$ cat src/rtl/seg7_scan_capture_pkg.sv
// Shared definitions for the 7-segment scan readback path: segment constants,
// digit-select indices, FSM states and the BCD-to-binary helper.
package seg7_scan_capture_pkg;

  // Active-high patterns, bit order {g,f,e,d,c,b,a}
  localparam logic [6:0] SEG_0     = 7'b0111111;
  localparam logic [6:0] SEG_1     = 7'b0000110;
  localparam logic [6:0] SEG_2     = 7'b1011011;
  localparam logic [6:0] SEG_3     = 7'b1001111;
  localparam logic [6:0] SEG_4     = 7'b1100110;
  localparam logic [6:0] SEG_5     = 7'b1101101;
  localparam logic [6:0] SEG_6     = 7'b1111101;
  localparam logic [6:0] SEG_7     = 7'b0000111;
  localparam logic [6:0] SEG_8     = 7'b1111111;
  localparam logic [6:0] SEG_9     = 7'b1101111;
  localparam logic [6:0] SEG_BLANK = 7'b0000000;

  localparam int AN_TENS = 1;
  localparam int AN_ONES = 0;

  typedef enum logic {
    S_COLLECT = 1'b0,
    S_PUBLISH = 1'b1
  } state_e;

  // tens*10 + ones as (tens<<3) + (tens<<1) + ones
  function automatic logic [7:0] bcd2_to_bin(input logic [3:0] tens, input logic [3:0] ones);
    logic [7:0] t;
    t = {4'b0000, tens};
    return (t << 3) + (t << 1) + {4'b0000, ones};
  endfunction

endpackage

$ cat src/rtl/seg7_decode.sv
// Combinational 7-segment to BCD decoder; a blank tens digit reads as 0 so
// leading-zero blanking on the display side round-trips cleanly.
module seg7_decode
  import seg7_scan_capture_pkg::*;
(
  input  logic [6:0] pattern,
  input  logic       is_tens,
  output logic [3:0] bcd,
  output logic       invalid
);

  always_comb begin
    bcd     = 4'd0;
    invalid = 1'b0;
    case (pattern)
      SEG_0:     bcd = 4'd0;
      SEG_1:     bcd = 4'd1;
      SEG_2:     bcd = 4'd2;
      SEG_3:     bcd = 4'd3;
      SEG_4:     bcd = 4'd4;
      SEG_5:     bcd = 4'd5;
      SEG_6:     bcd = 4'd6;
      SEG_7:     bcd = 4'd7;
      SEG_8:     bcd = 4'd8;
      SEG_9:     bcd = 4'd9;
      SEG_BLANK: invalid = ~is_tens;
      default:   invalid = 1'b1;
    endcase
  end

endmodule

$ cat src/rtl/seg7_scan_capture.sv
// Samples a multiplexed two-digit 7-segment scan bus, debounces digit dwells,
// decodes them and republishes the displayed value 0-99 with a staleness flag.
module seg7_scan_capture
  import seg7_scan_capture_pkg::*;
#(
  parameter int STABLE_CYCLES  = 16,
  parameter int TIMEOUT_CYCLES = 1000000,
  parameter bit SEG_ACTIVE_LOW = 1'b1,
  parameter bit AN_ACTIVE_LOW  = 1'b1
) (
  input  logic       clk,
  input  logic       rst_n,
  input  logic [6:0] seg_in,
  input  logic [1:0] an_in,
  output logic [7:0] value_out,
  output logic [3:0] tens_out,
  output logic [3:0] ones_out,
  output logic       valid,
  output logic       frame_stb,
  output logic       err_pattern,
  output logic       err_an
);

  localparam int              TW           = $clog2(TIMEOUT_CYCLES + 1);
  localparam logic [TW-1:0]   TMO_LOAD     = TW'(TIMEOUT_CYCLES);
  localparam logic [7:0]      DWELL_ACCEPT = 8'(STABLE_CYCLES - 1);
  localparam logic [7:0]      DWELL_MAX    = 8'(STABLE_CYCLES);
  // Raw input flops reset to the "nothing lit, nothing selected" level
  localparam logic [6:0]      SEG_IDLE     = SEG_ACTIVE_LOW ? 7'h7f : 7'h00;
  localparam logic [1:0]      AN_IDLE      = AN_ACTIVE_LOW ? 2'b11 : 2'b00;

  logic [6:0]    seg_raw_q, seg_raw_d;
  logic [1:0]    an_raw_q, an_raw_d;
  logic [6:0]    prev_seg_q, prev_seg_d;
  logic [1:0]    prev_an_q, prev_an_d;
  logic [7:0]    dwell_q, dwell_d;
  logic [3:0]    tens_hold_q, tens_hold_d;
  logic [3:0]    ones_hold_q, ones_hold_d;
  logic          tens_flag_q, tens_flag_d;
  logic          ones_flag_q, ones_flag_d;
  logic [TW-1:0] tmo_q, tmo_d;
  state_e        state_q, state_d;
  logic [7:0]    value_q, value_d;
  logic [3:0]    tens_out_q, tens_out_d;
  logic [3:0]    ones_out_q, ones_out_d;
  logic          valid_q, valid_d;
  logic          frame_stb_q, frame_stb_d;
  logic          err_pattern_q, err_pattern_d;
  logic          err_an_q, err_an_d;

  logic [6:0]    seg_n;
  logic [1:0]    an_n;
  logic          same, one_sel, both_sel, prev_both, accept;
  logic          dec_is_tens, dec_invalid;
  logic [3:0]    dec_bcd;

  assign seg_raw_d = seg_in;
  assign an_raw_d  = an_in;
  assign seg_n     = SEG_ACTIVE_LOW ? ~seg_raw_q : seg_raw_q;
  assign an_n      = AN_ACTIVE_LOW ? ~an_raw_q : an_raw_q;
  assign prev_seg_d = seg_n;
  assign prev_an_d  = an_n;

  assign same      = ({seg_n, an_n} == {prev_seg_q, prev_an_q});
  assign one_sel   = an_n[AN_TENS] ^ an_n[AN_ONES];
  assign both_sel  = an_n[AN_TENS] & an_n[AN_ONES];
  assign prev_both = prev_an_q[AN_TENS] & prev_an_q[AN_ONES];
  // The counter saturates one past the accept point so a long dwell fires once
  assign accept    = (dwell_q == DWELL_ACCEPT);
  assign err_an_d  = both_sel & ~prev_both;

  always_comb begin
    dwell_d = 8'd0;
    if (same && one_sel) begin
      dwell_d = (dwell_q == DWELL_MAX) ? dwell_q : dwell_q + 8'd1;
    end
  end

  // dwell_q counts comparisons up to last cycle, so the stable pattern is in prev_*
  assign dec_is_tens = prev_an_q[AN_TENS];

  seg7_decode u_decode (
    .pattern (prev_seg_q),
    .is_tens (dec_is_tens),
    .bcd     (dec_bcd),
    .invalid (dec_invalid)
  );

  always_comb begin
    state_d       = state_q;
    tens_hold_d   = tens_hold_q;
    ones_hold_d   = ones_hold_q;
    tens_flag_d   = tens_flag_q;
    ones_flag_d   = ones_flag_q;
    tmo_d         = tmo_q;
    value_d       = value_q;
    tens_out_d    = tens_out_q;
    ones_out_d    = ones_out_q;
    valid_d       = valid_q;
    frame_stb_d   = 1'b0;
    err_pattern_d = 1'b0;

    case (state_q)
      S_COLLECT: begin
        if (tmo_q != '0) tmo_d = tmo_q - TW'(1);
        if (tmo_d == '0) valid_d = 1'b0;
      end
      S_PUBLISH: begin
        value_d     = bcd2_to_bin(tens_hold_q, ones_hold_q);
        tens_out_d  = tens_hold_q;
        ones_out_d  = ones_hold_q;
        frame_stb_d = 1'b1;
        valid_d     = 1'b1;
        tens_flag_d = 1'b0;
        ones_flag_d = 1'b0;
        tmo_d       = TMO_LOAD;
        state_d     = S_COLLECT;
      end
      default: state_d = S_COLLECT;
    endcase

    // Applied after the flag clear so a same-cycle acceptance starts the next frame
    if (accept) begin
      if (dec_invalid) begin
        err_pattern_d = 1'b1;
        if (dec_is_tens) tens_flag_d = 1'b0;
        else             ones_flag_d = 1'b0;
      end else if (dec_is_tens) begin
        tens_hold_d = dec_bcd;
        tens_flag_d = 1'b1;
      end else begin
        ones_hold_d = dec_bcd;
        ones_flag_d = 1'b1;
      end
    end

    if (state_q == S_COLLECT && tens_flag_d && ones_flag_d) state_d = S_PUBLISH;
  end

  always_ff @(posedge clk or negedge rst_n) begin
    if (!rst_n) begin
      seg_raw_q     <= SEG_IDLE;
      an_raw_q      <= AN_IDLE;
      prev_seg_q    <= 7'd0;
      prev_an_q     <= 2'd0;
      dwell_q       <= 8'd0;
      tens_hold_q   <= 4'd0;
      ones_hold_q   <= 4'd0;
      tens_flag_q   <= 1'b0;
      ones_flag_q   <= 1'b0;
      tmo_q         <= '0;
      state_q       <= S_COLLECT;
      value_q       <= 8'd0;
      tens_out_q    <= 4'd0;
      ones_out_q    <= 4'd0;
      valid_q       <= 1'b0;
      frame_stb_q   <= 1'b0;
      err_pattern_q <= 1'b0;
      err_an_q      <= 1'b0;
    end else begin
      seg_raw_q     <= seg_raw_d;
      an_raw_q      <= an_raw_d;
      prev_seg_q    <= prev_seg_d;
      prev_an_q     <= prev_an_d;
      dwell_q       <= dwell_d;
      tens_hold_q   <= tens_hold_d;
      ones_hold_q   <= ones_hold_d;
      tens_flag_q   <= tens_flag_d;
      ones_flag_q   <= ones_flag_d;
      tmo_q         <= tmo_d;
      state_q       <= state_d;
      value_q       <= value_d;
      tens_out_q    <= tens_out_d;
      ones_out_q    <= ones_out_d;
      valid_q       <= valid_d;
      frame_stb_q   <= frame_stb_d;
      err_pattern_q <= err_pattern_d;
      err_an_q      <= err_an_d;
    end
  end

  assign value_out   = value_q;
  assign tens_out    = tens_out_q;
  assign ones_out    = ones_out_q;
  assign valid       = valid_q;
  assign frame_stb   = frame_stb_q;
  assign err_pattern = err_pattern_q;
  assign err_an      = err_an_q;

endmodule

$ cat config.mk
export PLATFORM = sky130hd
export DESIGN_NAME = seg7_scan_capture
export DESIGN_NICKNAME = d
export VERILOG_FILES = /design/src/rtl/seg7_scan_capture_pkg.sv /design/src/rtl/seg7_decode.sv /design/src/rtl/seg7_scan_capture.sv
export SDC_FILE = /design/constraint.sdc
export NUM_CORES = 1
export LEC_CHECK = 0
export ABC_AREA = 1
export CAP_MARGIN = 0
export CORE_MARGIN = 3
export CORE_UTILIZATION = 50
export CTS_BUF_LIST = sky130_fd_sc_hd__clkbuf_8 sky130_fd_sc_hd__clkbuf_16
export DETAILED_ROUTE_END_ITERATION = 10
export PLACE_DENSITY = 0.67
export SLEW_MARGIN = 20
export SYNTH_ARGS = -nofsm -noshare
export SYNTH_HDL_FRONTEND = slang
export SYNTH_SLANG_ARGS = --single-unit
$ cat constraint.sdc
create_clock -name clk -period 5.8 [get_ports clk]
set_input_delay 0.87 -clock clk [delete_from_list [all_inputs] [get_ports clk]]
set_output_delay 0.87 -clock clk [all_outputs]
set_load 0.03 [all_outputs]
==> results summary <==
The worst setup path is launched from a flop. The met1 track demand over resource came out at 0.2556. The finished cells cover about 4500 µm².

The cell family contributing the most delay on the critical path is flip-flops. The signal on the critical path passes through clkinv_1 > o211ai_1 > a21oi_2. The number of nets at the end of the flow is about 530. Between clock sinks in the finished design, the worst skew comes to approximately 14 ps.

STA classifies the critical path endpoint as a flop. The achievable clock frequency is around 0.42 GHz. 31 I/O pins were placed.

The final cycle utilization of the critical path is 0.4154. The max-slew violation count came to 0. The synthesized-area fraction occupied by xor and xnor cells came out at 0.02908.

The simple-gate area share of the yosys netlist came out at 0.3119. The share of flip-flops with an asynchronous set or reset after synthesis came out at 1.000. By area, the combinational part of the netlist is dominated by simple AND/OR/NAND/NOR gates. The worst endpoint required time is around 6000 ps. At the end of the flow the core is filled with cells to 0.6023. The summed instance area of the synthesized netlist is 3915 µm². The clock-pin transition on the worst setup and hold timing paths is roughly 70 ps. In the final routed layout, each cell accounts on average for 12.46 µm. At the pin with the least slew margin, the transition time is 936.8 ps. In this run the worst path has a maximum fanout of 28. The vertical die dimension is approximately 94 µm.

In this run, the number of DRC markers left after iteration 0 of detailed routing was 156. The flow ran to the end, and the final reports show no timing, DRC or antenna violations. In this run the most critical hold path is launched from seg_raw_q[5]. The leakage power figure came out at roughly 0.0023 µW. The number of buffers inserted by hold repair at cts came out at 0. The area fraction in compound gates after synthesis was 0.06679.

The critical path is of the reg2reg type. The insertion delay of the later-clocked pin in the worst-skew pair came out at 350 ps. The post-route worst setup slack came out at between 3000 and 4000 ps. The clock period minus final worst setup slack is approximately 2400 ps. The max-capacitance violation count came out at 0. Leaving out fill and tap cells, the most frequent cell in the layout is nand2_1. The slowest stage of the critical path is the dfrtp_1 cell.

The mux cell area share after synthesis came out at 0. The overall fraction of global-route tracks in use came out at 0.1955. Clock tree synthesis selected as its root buffer the cell clkbuf_8.

In this run the worst hold path is classified as reg2reg. The met3 usage in global routing is 0.03187. The post-CTS setup buffer count came out at 0. In this run the critical register-to-register path is launched from state_q. The post-synthesis share of cell area spent on full adders, half adders and majority gates is 0.04858. At the end of routability-driven placement, the weighted congestion stood at roughly 0.85. The synthesized netlist cell count is between 400 and 500. The number of clock buffers added by TritonCTS is 9. The row count is 31.

The remaining routing DRC violations came out at 0. Setup repair after global routing left no endpoint under its margin. The count of input and output buffers came out at 30. The area overhead of the layout relative to synthesis is 13.97%. The count of endpoints failing hold in the final timing report was 0. The number of buffers between clock root and the deepest sink is 2. In the layout the commonest cells are 144 x nand2_1, 67 x dfrtp_1, 54 x nor2_1.

The setup TNS came out at 0 ps. The tree built by TritonCTS fans out to between 70 and 80 sinks. The sequential share of the synthesized area is 0.4887.

The layout cell share with drive strength beyond 1 is 0.1159. The initial utilization of the core area, before any placement, comes to 0.5285. The wire length of the first global-routing pass is approximately 14000 µm.

The first detailed-routing pass ran for 4 iterations. The relative slew slack is 0.3755. Data on the critical path arrives at its endpoint at approximately 2600 ps. The maximum number of pins on one net before global-route repair came out at 77. In this run the remaining antenna-violating nets after routing total 0. The setup slack at placement is approximately 3300 ps.

The buffers plus inverters on the worst setup path is 1. In this design, the stage delay of the slowest critical-path cell is 910 ps. The CTS tree is yes.

The routing usage on met2 came out at 0.3186. The net count after synthesis is between 400 and 500. The global routing stage identified its most utilized layer as met2. After detailed placement, the design holds a cell count of between 500 and 600.

Once layout is complete, the cells apart from fillers number approximately 600. In this run the cell area measured after placement is 4294 µm². After synthesis, the mean cell area works out to 8.312 µm². The HPWL after detailed placement came out at 5498 µm.

Among all flip-flop cells after synthesis, the most frequent one is dfrtp_1. The final layout contains routed wiring with a total length of roughly 7600 µm. The launching element of the worst setup path is state_q. The core region is between 7000 and 8000 µm².

The die width is between 90 and 100 µm. The H-tree was split into 3 levels. The detail-routed via count per cell came out at 4.998. The via count of the first global-routing pass came out at 3102. The overflow left after global routing is 0.

Power spread over the standard cell area amounts to between 200 and 250 nW/µm². The worst supply voltage drop on vdd came out at about 0.00014 V. The repair_antennas step left the layout with diodes totalling 0.

Post-CTS repair changed the size of 0 cells. The synthesized design contains 0 enable-type register cells. The synthesis warning total is 0. The total via count in the routed design came out at a little over 3000. The die area came out at between 8000 and 9000 µm². The final setup violation count is 0. The synthesized design contains 76 register bits. The initial antenna violation count is 0.

Yosys mapped the design onto 40 distinct sky130hd cell types.
sequential cells by signal, summed over array words and instances (netlist names):
register and cells:
an_raw_q 2, dwell_q 8, err_an 1, err_pattern 1, frame_stb 1, ones_flag_q 1
ones_hold_q 4, ones_out 3, prev_an_q 2, prev_seg_q 7, seg_raw_q 7, state_q 1
tens_flag_q 1, tens_hold_q 4, tens_out 4, tmo_q 20, valid 1, value_out 8
layer usage:
layer | wire length [µm] | up-vias
li1 | - | 1565
met2 | 3620 | 50
met3 | 240 | 12
met5 | 0 | -
met1 | 3592 | 1412
met4 | 121 | 0
per-stage QoR:
step	total power [µW]	hold slack [ps]
6_report	935.7	446.7
5_1_grt	973.9	461.1
4_1_cts	949.7	447.7
3_5_place_dp	589.5	430.5
3_3_place_gp	588.4	428.2
2_1_floorplan	567.1	351.9
report_power, final:
group	switching, µW	internal (µW)
Sequential	5.45	539
Clock	203	155
Combinational	21.7	12.1
worst reg2reg max path: cells and delay by family, from the launching register on:
family,cells,cell delay (ps)
compound gates,2,510
buf+inv,1,880
flops,1,910
cell type report:
type,count,area [µm²]
fill,657,2947
sequential,76,1913
multi-input combinational,341,1787
timing repair buffer,30,297.8
inverter,46,172.7
clock buffer,9,123.9
tap,99,123.9
clock inverter,7,43.79
synthesized netlist by cell type, types with 2 or more instances:
cell | count | area, µm²
ha_1 | 12 | 150.1
nand2_2 | 8 | 50.05
nand3b_1 | 6 | 45.04
nor4_1 | 2 | 12.51
nor3_1 | 4 | 20.02
a31oi_1 | 2 | 12.51
clkbuf_1 | 5 | 18.77
nor2_4 | 6 | 67.56
clkinv_1 | 3 | 11.26
o22ai_1 | 3 | 18.77
nand2_1 | 144 | 540.5
nor2_1 | 54 | 202.7
inv_1 | 43 | 161.4
a21oi_1 | 6 | 30.03
fa_1 | 2 | 40.04
o21ai_0 | 14 | 70.07
o21ai_1 | 11 | 55.05
xor2_1 | 8 | 70.07
nand3_1 | 18 | 90.09
nand4_1 | 7 | 43.79
a221oi_1 | 2 | 17.52
xnor2_1 | 5 | 43.79
or2_2 | 2 | 12.51
dfrtp_1 | 67 | 1677
nor2_2 | 14 | 87.58
dfstp_2 | 9 | 236.5
path summary, 6_finish.rpt:
| check | end | slack [ps] | depth (start not counted) |
|---|---|---|---|
| max | state_q | 3390 | 3 |
| min | prev_seg_q[5] | 450 | 1 |
| max reg2reg | state_q | 3390 | 3 |
| min reg2reg | prev_seg_q[5] | 450 | 1 |
| max in group asynchronous | tmo_q[17] | 4530 | 1 |
| min in group asynchronous | tmo_q[15] | 620 | 1 |
cells by family (layout without fill, tap and decap cells):
group,count (synthesis),after routing
simple gates,269,269
flops,76,76
buf+inv,54,92
compound gates,45,45
fa+ha+maj,14,14
xor+xnor,13,13
No activity file was read; power rests on OpenSTA's default activity.
